===== src/rtl/nim_pkg.sv =====
// Shared Nim definitions used by the player and the game engine.
// Holds default geometry, the player FSM state encoding and the move payload.
package nim_pkg;

    localparam int unsigned NIM_LOGCOL = 2;
    localparam int unsigned NIM_LOGCNT = 4;
    localparam int unsigned NIM_NCOL   = 1 << NIM_LOGCOL;

    typedef enum logic [1:0] {
        LOAD   = 2'd0,
        SEARCH = 2'd1,
        OFFER  = 2'd2,
        NOMOVE = 2'd3
    } state_t;

    typedef struct packed {
        logic [NIM_LOGCOL-1:0] col;
        logic [NIM_LOGCNT-1:0] num;
    } move_t;

endpackage


===== src/rtl/nim_pile_store.sv =====
// Pile register file with a running XOR (nim-sum) accumulator.
// Ports: clock/reset; write port (wr_en, wr_idx, wr_data) also folds wr_data
// into value; read port (rd_idx -> rd_data, combinational); clear zeroes value.
module nim_pile_store import nim_pkg::*; #(
    parameter int unsigned LOGCOL = NIM_LOGCOL,
    parameter int unsigned LOGCNT = NIM_LOGCNT
) (
    input  logic              clock,
    input  logic              reset,
    input  logic              wr_en,
    input  logic [LOGCOL-1:0] wr_idx,
    input  logic [LOGCNT-1:0] wr_data,
    input  logic [LOGCOL-1:0] rd_idx,
    output logic [LOGCNT-1:0] rd_data,
    input  logic              clear,
    output logic [LOGCNT-1:0] value
);

    localparam int unsigned NCOL = 1 << LOGCOL;

    logic [LOGCNT-1:0] piles [NCOL];

    // Pile storage
    always_ff @(posedge clock or posedge reset) begin
        if (reset) begin
            for (int i = 0; i < int'(NCOL); i++) begin
                piles[i] <= '0;
            end
        end else if (wr_en) begin
            piles[wr_idx] <= wr_data;
        end
    end

    // Nim-sum accumulator; clear wins over a simultaneous write
    always_ff @(posedge clock or posedge reset) begin
        if (reset) begin
            value <= '0;
        end else if (clear) begin
            value <= '0;
        end else if (wr_en) begin
            value <= value ^ wr_data;
        end
    end

    assign rd_data = piles[rd_idx];

endmodule


===== src/rtl/nim_player.sv =====
// Automated Nim opponent: loads NCOL pile beats, then scans piles one per
// clock for a nim-sum-zeroing move (or a single-counter fallback) and offers it.
// Ports: clock, reset (async, active-high); pile_valid/pile_ready/pile_data
// input stream; move_valid/move_ready with col/num move payload; winning
// (nim-sum of last set nonzero); no_move (one-cycle pulse, all piles empty).
module nim_player #(
    parameter int unsigned LOGCOL = nim_pkg::NIM_LOGCOL,
    parameter int unsigned LOGCNT = nim_pkg::NIM_LOGCNT
) (
    input  logic              clock,
    input  logic              reset,
    input  logic              pile_valid,
    output logic              pile_ready,
    input  logic [LOGCNT-1:0] pile_data,
    output logic              move_valid,
    input  logic              move_ready,
    output logic [LOGCOL-1:0] col,
    output logic [LOGCNT-1:0] num,
    output logic              winning,
    output logic              no_move
);
    import nim_pkg::*;

    localparam int unsigned NCOL = 1 << LOGCOL;
    localparam logic [LOGCOL-1:0] LAST_LOAD   = LOGCOL'(NCOL - 1);
    localparam logic [LOGCOL:0]   LAST_SEARCH = (LOGCOL+1)'(NCOL - 1);

    state_t            state_q, state_d;
    logic [LOGCOL-1:0] load_q, load_d;
    logic [LOGCOL:0]   search_q, search_d;
    logic [LOGCOL-1:0] col_d;
    logic [LOGCNT-1:0] num_d;
    logic              pile_ready_d, move_valid_d, winning_d, no_move_d;

    logic              wr_en, clear;
    logic [LOGCNT-1:0] rd_data, value, temp, take;
    logic              match;

    nim_pile_store #(
        .LOGCOL (LOGCOL),
        .LOGCNT (LOGCNT)
    ) u_store (
        .clock   (clock),
        .reset   (reset),
        .wr_en   (wr_en),
        .wr_idx  (load_q),
        .wr_data (pile_data),
        .rd_idx  (search_q[LOGCOL-1:0]),
        .rd_data (rd_data),
        .clear   (clear),
        .value   (value)
    );

    // Move arithmetic for the pile under examination; temp<pile guards the subtraction
    always_comb begin
        temp = value ^ rd_data;
        if (value != '0) begin
            match = (temp < rd_data);
            take  = rd_data - temp;
        end else begin
            match = (rd_data != '0);
            take  = LOGCNT'(1);
        end
    end

    // State and output registers
    always_ff @(posedge clock or posedge reset) begin
        if (reset) begin
            state_q    <= LOAD;
            load_q     <= '0;
            search_q   <= '0;
            pile_ready <= 1'b1;
            move_valid <= 1'b0;
            col        <= '0;
            num        <= '0;
            winning    <= 1'b0;
            no_move    <= 1'b0;
        end else begin
            state_q    <= state_d;
            load_q     <= load_d;
            search_q   <= search_d;
            pile_ready <= pile_ready_d;
            move_valid <= move_valid_d;
            col        <= col_d;
            num        <= num_d;
            winning    <= winning_d;
            no_move    <= no_move_d;
        end
    end

    // Next-state and next-output logic
    always_comb begin
        state_d      = state_q;
        load_d       = load_q;
        search_d     = search_q;
        col_d        = col;
        num_d        = num;
        winning_d    = winning;
        move_valid_d = 1'b0;
        no_move_d    = 1'b0;
        wr_en        = 1'b0;
        clear        = 1'b0;

        unique case (state_q)
            LOAD: begin
                if (pile_valid && pile_ready) begin
                    wr_en = 1'b1;
                    if (load_q == LAST_LOAD) begin
                        load_d   = '0;
                        search_d = '0;
                        state_d  = SEARCH;
                    end else begin
                        load_d = load_q + LOGCOL'(1);
                    end
                end
            end
            SEARCH: begin
                if (search_q == '0) begin
                    winning_d = (value != '0);
                end
                if (match) begin
                    col_d        = search_q[LOGCOL-1:0];
                    num_d        = take;
                    move_valid_d = 1'b1;
                    state_d      = OFFER;
                end else if (search_q == LAST_SEARCH) begin
                    no_move_d = 1'b1;
                    state_d   = NOMOVE;
                end else begin
                    search_d = search_q + (LOGCOL+1)'(1);
                end
            end
            OFFER: begin
                move_valid_d = 1'b1;
                if (move_ready) begin
                    move_valid_d = 1'b0;
                    clear        = 1'b1;
                    state_d      = LOAD;
                end
            end
            NOMOVE: begin
                clear   = 1'b1;
                state_d = LOAD;
            end
            default: state_d = LOAD;
        endcase

        pile_ready_d = (state_d == LOAD);
    end

endmodule


===== config.mk =====
export PLATFORM = sky130hd
export DESIGN_NAME = nim_player
export DESIGN_NICKNAME = d
export VERILOG_FILES = /design/src/rtl/nim_pkg.sv /design/src/rtl/nim_pile_store.sv /design/src/rtl/nim_player.sv
export SDC_FILE = /design/constraint.sdc
export NUM_CORES = 1
export LEC_CHECK = 0
export ABC_AREA = 1
export CORE_MARGIN = 8
export CORE_UTILIZATION = 50
export CTS_CLUSTER_DIAMETER = 200
export CTS_CLUSTER_SIZE = 8
export DETAILED_ROUTE_END_ITERATION = 7
export GPL_TIMING_DRIVEN = 0
export PLACE_DENSITY = 0.7
export SYNTH_ARGS = -nofsm -noshare
export SYNTH_HDL_FRONTEND = slang
export SYNTH_SLANG_ARGS = --single-unit

===== constraint.sdc =====
create_clock -name clock -period 3.31 [get_ports clock]
set_input_delay 0.331 -clock clock [delete_from_list [all_inputs] [get_ports clock]]
set_output_delay 0.331 -clock clock [all_outputs]
set_load 0.05 [all_outputs]

==> flow_summary.yaml <==
detailed_routing:
  dr.pass1.iters: 4
  viasPerCell: 4.88
  drt_iter0_drc: 81
  met3_wirelength_um: 135
  ant_nets: 0
  drt-wirelength-per-cell_um: 12.3
  met2_length_um: 1990
  dr.max_layer_used: "met4"
  routed_wl_um: 4070
  routed-via-count: 1614
  drc_errors: 0
  wl_met1_um: 1870
worst_setup_path:
  cp.arrival_ns: 2.27
  crit_path_end_kind: "register"
  critPathLaunchType: "register"
  critPathMaxFanout: 10
  crit_type: "reg2reg"
  regToRegSetupSlack_ns: 1.21
  worstPathRequired_ns: 3.48
placement:
  routabilityCongestion: 0.834
  portBuffers: 17
  dpl_cell_area_um2: 2310
  pre_cts_ws_ns: 1.22
  place_inst: 323
  dp_hpwl_um: 3010
die:
  start_util: 0.520
  num_rows: 23
  die-area_um2: 6480
  io_pins: 18
  die_y_um: 80.5
  dieWidth_um: 80.5
  core_area_um2: 4000
clock_network:
  cts_resized: 0
  cts_hold_buf: 0
  cts.path.max_buffers: 2
  insertion_delay_ns: 0.29
  clk_pin_slew_ns: 0.07
  cts_htree_levels: 2
  cts_buffers: 5
  cts_sinks: 37
  postCtsSetupBuffers: 0
  root_buffer: "clkbuf_8"
  cts_tree: "yes"
global_routing:
  grt_pass1_wl_um: 7280
  antenna_found_initial: 0
  grt_overflow_total: 0
  grt_use_total: 0.144
  grt_max_degree: 38
  grt_pass1_vias: 1635
timing:
  slew_headroom: 0.481
  hold_viol: 0
  period_minus_slack_ns: 2.10
  worst_slack_ns: 1.21
  setup_viol: 0
  rsz0062_at_grt: "no"
  setup_tns_ns: 0
  fmax_mhz: 477
  worstMarginPinSlew_ns: 0.777
  period_share: 0.634
  skew_ns: 0.00856
  maxSlewViolCount: 0
  whs_ns: 0.482
synthesis:
  yosysSeqAreaShare: 0.446
  synth_top_cell_by_area: "dfrtp_1"
  synth_ff_type: "dfrtp_1"
  synth_fp_nets: 279
  syn_inst: 256
  synth_common_cells: "61 x nand2_1, 36 x dfrtp_1, 34 x inv_1"
  synthArstFlopShare: 1.00
  yosys.area.top_type_share: 0.433
  synth_edf_count: 0
  synth_area_leaders: "dfrtp_1 43%, nand2_1 11%, ha_1 9.0%, inv_1 6.1%, o21ai_0 4.6%"
  syn_area_um2: 2080
  post_synth.cell_area_avg_um2: 8.13
  synth_seq_cells: 37
  synthDistinctLibCells: 28
  yosys_warnings: 0
  yosysMostFrequentCell: "nand2_1"
cells_and_area:
  diodes: 0
  fin_area_um2: 2400
  fill_cells: 392
  post-route-util: 0.601
  fin_cells: 331
  area_growth_pct: 15.5
  nets: 303
  multi_input_area_um2: 976
  drive_above_1_share: 0.114
  regArea_um2: 927
run:
  maxCapViolCount: 0
power:
  power_mw: 2.61
  power.density_nw_per_um2: 1090
  p_leak_nw: 1.21
  peakVddDrop_uv: 392
hold_path:
  min_path_type: "reg2reg"
status:
  status: "completed"
-- worst max-delay path, cell delays in order (launching register included) --
cell     delay [ns]
dfrtp_1        0.40
buf_6          0.15
inv_2          0.06
buf_6          0.14
nand2_1        0.06
nand3_1        0.06
and2_4         0.17
inv_1          0.04
ha_1           0.20
nand2_1        0.08
nand3_1        0.09
nand2_2        0.11
nand3_4        0.12
buf_8          0.18
nand2_2        0.05
o21ai_1        0.06
-- where the power goes --
part           internal [mW]  total [mW]  switching (mW)  leakage, nW
clock                  0.170       0.323           0.153       0.0455
combinational          0.563        1.48           0.920        0.699
sequential             0.662       0.803           0.140        0.468
-- metal layers --
metal / vias up / track usage
met3: 8 / 0.0268
met1: 734 / 0.172
met5: - / 0
met2: 17 / 0.239
li1: 855 / -
met4: 0 / 0.0727
-- cells by family after synthesis --
kind of cell | count (synthesis) | synth area share
simple gates | 120 | 0.253
fa+ha+maj | 15 | 0.0902
xor+xnor | 4 | 0.0168
flops | 37 | 0.446
compound gates | 40 | 0.109
buf+inv | 40 | 0.0854
-- flip-flops by register name, summed over array words and instances, names as in the netlist --
name / flops
col: 2
load_q: 2
move_valid: 1
no_move: 1
num: 4
pile_ready: 1
search_q: 3
state_q: 2
u_store.piles: 16
u_store.value: 4
winning: 1
-- area by class of cell --
cell class,count,area share
plain buffers,4,0.0177
clock buffers,8,0.0375
inverters,36,0.0562
multi-input cells,179,0.406
flip-flops and latches,37,0.386
well taps,50,0.0260
repair buffers,17,0.0708
-- placed cells by master (no fill, tap or decap), types with 2 or more instances in the layout --
cell	synthesis	final
clkdlybuf4s50_1	0	17
inv_2	2	3
nor3_1	5	5
nor2_2	2	2
nand2_2	9	9
a21oi_1	10	10
clkbuf_1	0	2
dfrtp_1	36	36
clkbuf_8	0	6
xnor2_1	2	2
inv_1	34	33
nand2_1	61	61
o21ai_0	19	19
xor2_1	2	2
ha_1	15	15
buf_6	2	2
o21ai_1	4	4
nand3_1	15	15
o21ai_2	3	3
nor2_1	24	24
-- worst paths after layout --
kind | to | cells after the start | start
min in group asynchronous | col[0]$_DFFE_PP0P_ | 2 | reset
setup / recovery | col[1]$_DFFE_PP0P_ | 15 | search_q[0]$_DFFE_PP0P_
setup reg to reg | col[1]$_DFFE_PP0P_ | 15 | search_q[0]$_DFFE_PP0P_
max in group asynchronous | load_q[0]$_DFFE_PP0P_ | 2 | reset
hold / removal | num[2]$_DFFE_PP0P_ | 2 | num[2]$_DFFE_PP0P_
hold reg to reg | num[2]$_DFFE_PP0P_ | 2 | num[2]$_DFFE_PP0P_
Note: power is estimated with default switching activity, not from simulation.
